File: src/rtl/seq_1011_frame_tx.sv
`default_nettype none
// ============================================================================
// Module   : seq_1011_frame_tx
// Purpose  : Serial frame transmitter for the 1011 Mealy detector link.
//            A word accepted through a valid/ready handshake is sent on x,
//            MSB-first, as: PREAMBLE, then the DATA_W payload bits, then GAP
//            idle zeros. Afterwards the block returns to IDLE for one cycle
//            before it can accept again.
// Ports    : clk         in   rising-edge clock
//            reset       in   asynchronous, active-low reset
//            data_in     in   payload word, sampled only on accept
//            data_valid  in   payload offered
//            in_ready    out  high only in IDLE (accept = data_valid & in_ready)
//            x           out  registered serial output, 0 when not sending
//            tx_busy     out  complement of in_ready
//            frame_done  out  1-cycle pulse while the last data bit is on x
// Revision : 1.0  initial release
// ============================================================================
module seq_1011_frame_tx #(
  parameter int               DATA_W   = 8,
  parameter int               PRE_W    = 4,
  parameter logic [PRE_W-1:0] PREAMBLE = 4'b1011,
  parameter int               GAP      = 2
) (
  input  logic              clk,
  input  logic              reset,
  input  logic [DATA_W-1:0] data_in,
  input  logic              data_valid,
  output logic              in_ready,
  output logic              x,
  output logic              tx_busy,
  output logic              frame_done
);

  localparam int c_MAX_PD = (PRE_W > DATA_W) ? PRE_W : DATA_W;
  localparam int c_MAX_W0 = (c_MAX_PD > GAP) ? c_MAX_PD : GAP;
  localparam int c_MAX_W  = (c_MAX_W0 > 1) ? c_MAX_W0 : 1;
  localparam int c_CNT_W  = $clog2(c_MAX_W) + 1;
  localparam int c_SR_W   = PRE_W + DATA_W;

  localparam logic [c_CNT_W-1:0] c_PRE_LAST  = c_CNT_W'(PRE_W - 1);
  localparam logic [c_CNT_W-1:0] c_DATA_LAST = c_CNT_W'(DATA_W - 1);
  localparam logic [c_CNT_W-1:0] c_GAP_LAST  = c_CNT_W'((GAP > 0) ? (GAP - 1) : 0);

  typedef enum logic [1:0] {
    S_IDLE = 2'd0,
    S_PRE  = 2'd1,
    S_DATA = 2'd2,
    S_GAP  = 2'd3
  } state_t;

  state_t              r_state;
  state_t              w_state_nxt;
  logic [c_CNT_W-1:0]  r_cnt;
  logic [c_CNT_W-1:0]  w_cnt_nxt;
  // Preamble and payload share one shift register; its MSB is x. Zeros shift
  // in from the bottom, so once all PRE_W+DATA_W bits are out, x idles at 0.
  logic [c_SR_W-1:0]   r_sr;
  logic [c_SR_W-1:0]   w_sr_nxt;
  logic                r_in_ready;
  logic                r_tx_busy;
  logic                r_frame_done;
  logic                w_accept;

  always_comb begin
    w_accept    = data_valid & r_in_ready;
    w_state_nxt = r_state;
    w_cnt_nxt   = r_cnt + c_CNT_W'(1);
    w_sr_nxt    = {r_sr[c_SR_W-2:0], 1'b0};

    case (r_state)
      S_IDLE: begin
        w_cnt_nxt = '0;
        w_sr_nxt  = '0;
        if (w_accept) begin
          w_state_nxt = S_PRE;
          w_sr_nxt    = {PREAMBLE, data_in};
        end
      end
      S_PRE: begin
        if (r_cnt == c_PRE_LAST) begin
          w_state_nxt = S_DATA;
          w_cnt_nxt   = '0;
        end
      end
      S_DATA: begin
        if (r_cnt == c_DATA_LAST) begin
          w_state_nxt = (GAP == 0) ? S_IDLE : S_GAP;
          w_cnt_nxt   = '0;
        end
      end
      S_GAP: begin
        if (r_cnt == c_GAP_LAST) begin
          w_state_nxt = S_IDLE;
          w_cnt_nxt   = '0;
        end
      end
      default: begin
        w_state_nxt = S_IDLE;
        w_cnt_nxt   = '0;
        w_sr_nxt    = '0;
      end
    endcase
  end

  // Status outputs are registered from the next-state decode so they line up
  // with the state the block is in during the following cycle.
  always_ff @(posedge clk or negedge reset) begin
    if (!reset) begin
      r_state      <= S_IDLE;
      r_cnt        <= '0;
      r_sr         <= '0;
      r_in_ready   <= 1'b1;
      r_tx_busy    <= 1'b0;
      r_frame_done <= 1'b0;
    end else begin
      r_state      <= w_state_nxt;
      r_cnt        <= w_cnt_nxt;
      r_sr         <= w_sr_nxt;
      r_in_ready   <= (w_state_nxt == S_IDLE);
      r_tx_busy    <= (w_state_nxt != S_IDLE);
      r_frame_done <= (w_state_nxt == S_DATA) && (w_cnt_nxt == c_DATA_LAST);
    end
  end

  assign x          = r_sr[c_SR_W-1];
  assign in_ready   = r_in_ready;
  assign tx_busy    = r_tx_busy;
  assign frame_done = r_frame_done;

endmodule
`default_nettype wire
File: config.mk
export PLATFORM = sky130hd
export DESIGN_NAME = seq_1011_frame_tx
export DESIGN_NICKNAME = d
export VERILOG_FILES = /design/src/rtl/seq_1011_frame_tx.sv
export SDC_FILE = /design/constraint.sdc
export NUM_CORES = 1
export LEC_CHECK = 0
export CORE_UTILIZATION = 45
export DETAILED_ROUTE_END_ITERATION = 12
export PLACE_DENSITY = 0.69
export RECOVER_POWER = 100
export SETUP_SLACK_MARGIN = 0.5
export SYNTH_ARGS = -nofsm -noshare
export SYNTH_HDL_FRONTEND = slang
export SYNTH_SLANG_ARGS = --single-unit
File: constraint.sdc
create_clock -name clk -period 1.8 [get_ports clk]
set_input_delay 0.36 -clock clk [delete_from_list [all_inputs] [get_ports clk]]
set_output_delay 0.36 -clock clk [all_outputs]
set_load 0.03 [all_outputs]
; Yosys cells after proc, flatten, opt, wreduce, memory -nomap -nowiden
; Cells that the tools add are included.
[word_totals]
ff_bits = 21
input_bits = 11
out_inout_bits = 4
word_cells = 31
[op_classes]
addsub = 1
n_eq_ne = 8
mux = 11
n_bitwise = 1
n_reduce_logical = 4
[op_table]
columns = op, count
row1 = 12-bit 2-to-1 mux, 2
row2 = 4-bit one-hot mux with 4 select lines, 1
row3 = 4-bit 2-to-1 mux, 3
row4 = 4-bit by 3-bit == test with 1-bit output (second input constant), 2
row5 = 2-bit 2-to-1 mux, 4
row6 = 2-bit one-hot mux with 4 select lines, 1
row7 = 2-bit == test (second input constant), 3
row8 = 4-bit by 1-bit adder with 4-bit output (second input constant), 1
row9 = 4-bit by 1-bit == test with 1-bit output (second input constant), 1
row10 = 4-bit by 2-bit == test with 1-bit output (second input constant), 1
row11 = 2-bit logical NOT, 2
row12 = 2-bit by 1-bit == test with 1-bit output (second input constant), 1
row13 = 2-bit nonzero test, 1
row14 = 1-bit bitwise AND, 1
row15 = 1-bit logical AND, 1

; Logic depth before layout (Yosys ltp)
; Gate-level depths: netlist of run 1.
[logic_depth]
depth_word = 5
mapped_depth = 5

; Worst setup path before layout of run 1
; No wires, ideal clock.
[synth_timing]
path_type = reg2reg
from = reg r_cnt[0]
to = reg r_tx_busy, in the netlist tx_busy
t_arrival_ns = 1.297
setup_slack_ns = 0.379
path_stages_with_launch = 6
path_buffers = 0
period_less_slack_ns = 1.421
path_cell_list = dfrtp_1 -> ha_1 -> and3b_1 -> o21ai_2 -> nand4b_2 -> or2_1
[synth_between]
elab_chain_cells = 4
elab_cells_between_ends = 8
cone_classes = eq/ne (3) / mux (4) / reduce/logical (1)
[synth_lines]
columns = element, line_no
row1 = start: declaration, 54  ; logic [c_CNT_W-1:0] r_cnt;
row2 = start signal: assignment, 118  ; r_cnt <= w_cnt_nxt;
row3 = "4-bit by 1-bit == test with 1-bit output, or another cell as far along", 93  ; if (r_cnt == c_GAP_LAST) begin
row4 = 2-bit 2-to-1 mux (on tied branches), "93, 81, 87"
row5 = 2-bit one-hot mux with 4 select lines (*), 71  ; case (r_state)
row6 = via w_state_nxt[0], 53  ; state_t w_state_nxt;
row7 = 2-bit nonzero test (*), 121  ; r_tx_busy <= (w_state_nxt != S_IDLE);
row8 = end signal: assignment, 121
row9 = end: declaration, 61  ; logic r_tx_busy;
; The timed path passes the listed nets; every way through them passes the cells marked *.

; Worst setup path after layout of run 1
[layout_timing]
from = reg r_cnt[0]
to = reg r_cnt[0]
[layout_between]
elab_chain_cells = 3
elab_cells_between_ends = 8
cone_classes = add/sub (1) / eq/ne (3) / mux (4)
[layout_lines]
columns = element, line_no
row1 = "4-bit by 1-bit adder with 4-bit output, or another cell as far along", 68  ; w_cnt_nxt = r_cnt + c_CNT_W'(1);
row2 = 4-bit 2-to-1 mux (on tied branches), "93, 81, 87"
row3 = 4-bit one-hot mux with 4 select lines (*), 71
row4 = via w_cnt_nxt[0], 55  ; logic [c_CNT_W-1:0] w_cnt_nxt;
; Marks and branches as above.

==> results of run 1 <==
power by group through the flow:
stage / clock, mW / combinational [mW] / sequential (mW)
2_1_floorplan: 0 / 0.462 / 0.774
3_3_place_gp: 0 / 0.584 / 0.770
3_5_place_dp: 0 / 0.596 / 0.774
4_1_cts: 0.231 / 0.576 / 0.774
5_1_grt: 0.247 / 0.655 / 0.790
6_report: 0.218 / 0.580 / 0.766
worst paths after layout:
path	start	end	slack, ps	depth (start not counted)
setup reg to reg	r_cnt[0]	r_cnt[0]	340	5
setup / recovery	r_cnt[0]	r_cnt[0]	340	5
hold / removal	reset	r_cnt[2]	380	1
max in group asynchronous	reset	r_state[0]	910	2
min in group clk	r_sr[9]	r_sr[10]	460	1
hold reg to reg	r_sr[9]	r_sr[10]	460	1
registers in the layout (all words and copies together) (netlist names):
name,count
frame_done,1
in_ready,1
r_cnt,4
r_sr,12
r_state,2
tx_busy,1
layout by cell type, fill, tap and decap left out, types with 2 or more instances in the layout:
cell type	count
a21o_1	3
a22o_1	7
and2_1	2
clkbuf_1	4
clkbuf_4	3
clkdlybuf4s50_1	9
dfrtp_1	19
nand3_1	2
nor2_1	3
nor3_1	4
worst max-delay path, delay by kind of cell (launching register included):
kind / cells / cell delay [ps]
AOI/OAI and AO/OA: 2 / 420
and+or+nand+nor: 2 / 260
adders and majority gates: 1 / 190
DFF: 1 / 470
kinds of logic after synthesis:
| family | count (synthesis) |
|---|---|
| buffers and inverters | 5 |
| DFF | 21 |
| and+or+nand+nor | 23 |
| xor gates and xnor gates | 1 |
| adders and majority gates | 2 |
| AOI/OAI and AO/OA | 17 |
routing by layer:
metal | global-route usage [%] | part of all wire [%] | vias to the layer above
met3 | 7.06 | 5.3 | 5
li1 | - | - | 281
met2 | 23.1 | 43 | 12
met5 | 0 | 0 | -
met1 | 24.9 | 50 | 300
met4 | 7.06 | 1.7 | 0
timing repair:
action / in CTS / in global routing
gates resized for setup: 25 / 4
endpoints found under the setup margin: 17 / 15
endpoints found under the hold margin: 0 / 0
hold buffers: 0 / 0
pin swaps: 3 / 1
metrics by stage:
step                instance area, µm²  total power, mW  util (%)  cells
CTS                               1070             1.58      60.1    109
floorplan                          903             1.24         -     69
global placement                  1050             1.35      58.9    105
finish                            1070             1.56      59.8    109
detailed placement                1050             1.37      58.9    105
global route                      1070             1.69      59.8    109
layout make-up:
cell class	instances	area (µm²)	share of cell area (%)
Clock buffer	4	26.3	2.46
Inverter	1	3.75	0.352
Sequential cell	21	528	49.5
Tap cell	25	31.3	2.93
Timing Repair Buffer	15	130	12.2
Multi-Input combinational cell	43	347	32.5
==> impl_metrics.csv, run 1 <==
group,metric,value,unit
power_and_ir_drop,switching_share,36.6,%
power_and_ir_drop,clockPowerShare,13.9,%
route,route.detailed.drc,0,
synth,yosys-top-cells-area,"dfrtp_1 (56%), a22o_1 (6.9%), dfstp_2 (3.0%), ha_1 (2.8%), a21o_1 (2.5%)",
cts,cts_tree,"yes",
route,routedWlPerCell,13.1,µm
floorplan,die_y,46.5,µm
route,num_vias,598,
route,ant_nets,0,
power_and_ir_drop,p_seq_share,49.0,%
critical_path,worst_ep_required_time,1980,ps
synth,yosysTopAreaCellShare,56.3,%
place,hpwl,1.00,mm
synth,synth_top_family_by_area,"simple AND/OR/NAND/NOR gates",
cts,cts_inserted_buffers,3,
synth,yosys.cell_types.count,32,
grt,first_global_vias,564,
synth,synth.area.mux_share,0,%
sta,final.hold.worst_slack,376,ps
cts,cts.path.max_buffers,2,
floorplan,die_area,0.00216,mm²
critical_path,critPathKind,"reg -> reg",
synth,yosys.area.top_type,"dfrtp_1",
critical_path,crit_fanout,6,
cts,clock_sinks,21,
critical_path,crit_chain,"ha_4, nor2b_1, a311oi_1, a211oi_1, nor3_1",
floorplan,num_rows,15,
layout,layout.nets,98,
cts,insertion_delay,300,ps
run,drv_cap,0,
layout,fill_cells,163,
cts,postCtsSetupRepairBufs,0,
synth,yosysWarnings,0,
sta,rsz0062_at_grt,"yes",
synth,synth-edff-count,0,
sta,finClkSkew,1.45,ps
floorplan,start_util,49.9,%
grt,grt_pass1_wl,2.51,mm
floorplan,pin_count,15,
route,drtIter0Drc,9,
sta,relSlewSlack,62.3,%
synth,synth_fa_ha_area_share,2.81,%
sta,final.setup.worst_slack,337,ps
sta,fin_crit_sh,81.3,%
floorplan,die_w,46.5,µm
power_and_ir_drop,p_switching,0.572,mW
cts,cts-root-buf,"clkbuf_4",
layout,antennaDiodeCount,0,
grt,grt_overflow_total,0,
critical_path,start_kind,"register",
synth,synth_cells,69,
synth,syn_avg_cell_area,12.9,µm²
place,io_buffers,14,
power_and_ir_drop,p_leak,0.501,nW
sta,hold_viol_final,0,
synth,synth_fp_nets,82,
cts,path_clk_slew,100,ps
floorplan,core,0.00178,mm²
grt,antenna_found_initial,0,
synth,synth_compound_area_share,15.2,%
power_and_ir_drop,p_per_area,1470,mW/mm²
power_and_ir_drop,p_comb_share,37.1,%
route,drt_first_pass_iters,2,
sta,tightest_slew,565,ps
place,pre_cts_ws,219,ps
synth,synthSimpleGateAreaFrac,17.7,%
critical_path,critPathCaptureType,"register",
sta,finalSetupViolCount,0,
critical_path,slowest_delay,470,ps
critical_path,crit_arrival,1640,ps
sta,min_period,1460,ps
synth,synth-seq-area-share,59.2,%
power_and_ir_drop,max-vdd-ir-drop,1.15,mV
synth,synth.top_cells.by_count,"dfrtp_1 (20), a22o_1 (7), nor3_1 (4), a21o_1 (3), nor2_1 (3)",
route,via_per_inst,5.49,
worst_hold_path,min_path_type,"in -> async",
grt,grt_max_degree,16,
route,routed_wl,1.42,mm
layout,drive_gt1_share,14.3,%
synth,synthArstFlopShare,100,%
grt,grtUsageTotal,17.4,%
sta,fmax,684,MHz
sta,fin_setup_tns,0,ps
place,routabilityCongestion,0.700,
synth,synthesis.area,890,µm²
synth,ys_ff_latch,21,
sta,slew_viol_final,0,
layout,area_growth,19.8,%
synth,synth_xor_area_share,0.985,%
cts,cts_max_level,1,
status,outcome,"completed",
power_and_ir_drop,intPower,0.991,mW
synth,synth_flop_cell,"dfrtp_1",
synth,yosysMostFrequentCell,"dfrtp_1",
critical_path,slowest_stage,"dfrtp_1",
Note: power is estimated with default switching activity, not from simulation.
==> run 2, diff against run 1 <==
clock period = 1.4 ns   (was 1.8 ns; I/O delays follow)
==> run 2 against run 1 <==
The run now ends with negative setup slack left. Combinational power up 120%. Clock-buffer cell count down 1. Register-to-register slack worse by 350 ps. Power up 62%. First-iteration DRC count up 11%. Wire length up 25%. Critical path depth unchanged.
==> impl_metrics.csv, run 2 (synthesized netlist as in run 1, its figures left out) <==
group,metric,value,unit
layout,multiInputGateArea,390,µm²
place,io_buffers,14,
critical_path,worst_ep_required_time,1590,ps
floorplan,pin_count,15,
power_and_ir_drop,intPower,1.63,mW
floorplan,die_area,0.00216,mm²
layout,final_common_cell,"dfrtp_1",
place,hpwl,1.04,mm
layout,top_register,"r_sr",
sta,hold_viol_final,0,
critical_path,slowest_stage,"dfrtp_1",
cts,cts.path.max_buffers,2,
power_and_ir_drop,max-vdd-ir-drop,1.33,mV
floorplan,core,0.00178,mm²
cts,cts-root-buf,"clkbuf_4",
power_and_ir_drop,p_comb_share,51.1,%
sta,slew_viol_final,0,
cts,clock_sinks,21,
sta,relSlewSlack,67.1,%
sta,final.setup.worst_slack,-9.55,ps
cts,insertion_delay,300,ps
route,routed_wl,1.78,mm
power_and_ir_drop,p_switching,0.903,mW
layout,regArea,531,µm²
power_and_ir_drop,p_per_area,2040,mW/mm²
grt,grt_pass1_wl,2.59,mm
layout,antennaDiodeCount,0,
power_and_ir_drop,clockPowerShare,10.9,%
critical_path,slowest_delay,450,ps
grt,antenna_found_initial,0,
critical_path,crit_chain,"ha_4, and3b_1, o21ai_2, nand4b_4, or2_1",
grt,first_global_vias,574,
place,routabilityCongestion,0.756,
critical_path,reg2reg_depth,5,
grt,grtUsageTotal,17.7,%
power_and_ir_drop,switching_share,35.6,%
status,violations,"negative setup slack",
route,via_per_inst,5.34,
critical_path,crit_arrival,1600,ps
grt,grt_overflow_total,0,
grt,grt_max_degree,22,
layout,drive_gt1_share,41.2,%
sta,tightest_slew,494,ps
layout,layout_common_cells,"dfrtp_1 (17), clkdlybuf4s50_1 (9), a22o_1 (7), buf_4 (7), buf_6 (5)",
route,drtIter0Drc,10,
layout,largest_reg_flops,12,
floorplan,die_y,46.5,µm
critical_path,rr_startpoint,"r_cnt[1]",
floorplan,die_w,46.5,µm
place,pre_cts_ws,-10.5,ps
layout,area_growth,39.5,%
status,outcome,"finished with violations",
cts,cts_inserted_buffers,3,
sta,min_period,1410,ps
place,place_inst,110,
sta,rsz0062_at_grt,"yes",
layout,fill_cells,122,
route,route.detailed.drc,0,
layout,largestRegisters,"r_sr (12), r_cnt (4), r_state (2)",
power_and_ir_drop,p_leak,0.590,nW
sta,fin_crit_sh,101,%
sta,finClkSkew,7.84,ps
sta,fmax,709,MHz
floorplan,num_rows,15,
worst_hold_path,min_path_type,"in -> async",
sta,finalSetupViolCount,1,
critical_path,critPathCaptureType,"register",
power_and_ir_drop,p_seq_share,38.0,%
floorplan,start_util,49.9,%
route,num_vias,651,
cts,path_clk_slew,110,ps
critical_path,start_kind,"register",
route,ant_nets,0,
route,routedWlPerCell,14.6,µm
critical_path,critPathKind,"reg -> reg",
cts,cts_max_level,1,
critical_path,reg2reg_to,"tx_busy",
critical_path,crit_fanout,4,
run,drv_cap,0,
critical_path,r2r_setup_slack,-10,ps
layout,layout.nets,111,
route,drt_first_pass_iters,4,
cts,cts_tree,"yes",
layout,instances_no_fill,122,
## run 2: cell count changes in the layout (fill, tap and decap cells not counted), moves of 2 or more
cell      delta
and2_1       -2
and2_4       +2
buf_4        +6
buf_6        +4
clkbuf_1     -3
clkbuf_2     +2
dfrtp_1      -2
dfrtp_2      +2
nor3_1       -3
nor3_2       +3
or2_4        +2
## run 2: how the worst max path moves through the flow
stage / start / end / cells past startpoint
6_report: r_cnt[1] / tx_busy / 5
5_1_grt: r_cnt[1] / frame_done / 5
4_1_cts: r_cnt[1] / tx_busy / 5
3_5_place_dp: r_cnt[1] / r_cnt[1] / 6
3_3_place_gp: r_cnt[1] / r_cnt[1] / 6
2_1_floorplan: r_cnt[0] / tx_busy / 5
## run 2: layout make-up
| type | instances | area share (%) |
|---|---|---|
| Timing Repair Buffer | 27 | 20.8 |
| Clock buffer | 3 | 1.81 |
| Sequential cell | 21 | 42.7 |
| Tap cell | 25 | 2.52 |
| Clock inverter | 1 | 0.403 |
| Multi-Input combinational cell | 44 | 31.5 |
| Inverter | 1 | 0.302 |
## run 2: layer usage
layer  vias to the layer above  global-route usage [%]  wire length [µm]
met5                         -                       0                 0
met4                         0                    4.12                 6
met3                         2                    8.63                58
met2                        13                    27.2               892
met1                       326                    22.2               826
li1                        310                       -                 -
## run 2: metrics by stage
step | utilization [%] | hold WS [ps] | instance area (µm²) | setup TNS (ps) | power (mW)
after floorplan | - | -15.6 | 918 | 0 | 1.64
after detailed placement | 61.0 | 434 | 1090 | -16.2 | 1.87
after CTS | 66.0 | 314 | 1180 | -0.547 | 2.30
after global routing | 69.6 | 483 | 1240 | -318 | 2.70
final | 69.6 | 462 | 1240 | -9.55 | 2.54
after global placement | 61.0 | 437 | 1090 | 0 | 1.85
## run 2: power by group through the flow
stage               clock network (mW)  logic (mW)  registers [mW]
floorplan                            0       0.648           0.996
global placement                     0       0.862           0.986
detailed placement                   0       0.874           0.998
CTS                              0.286        1.01            1.00
global route                     0.310        1.41           0.978
finish                           0.277        1.29           0.964
## run 2: critical path, delay by kind of cell, from the launching register on
family / cells / cell delay [ps]
flops: 1 / 450
simple gates: 3 / 500
fa+ha+maj: 1 / 190
compound gates: 1 / 150
## run 2: repair_timing
| item | in CTS | in global routing |
|---|---|---|
| cloned | 0 | 1 |
| pin swaps | 5 | 3 |
| buffers inserted | 2 | 5 |
| setup endpoints to repair | 25 | 25 |
| gates resized for setup | 33 | 7 |
| hold buffers | 0 | 0 |
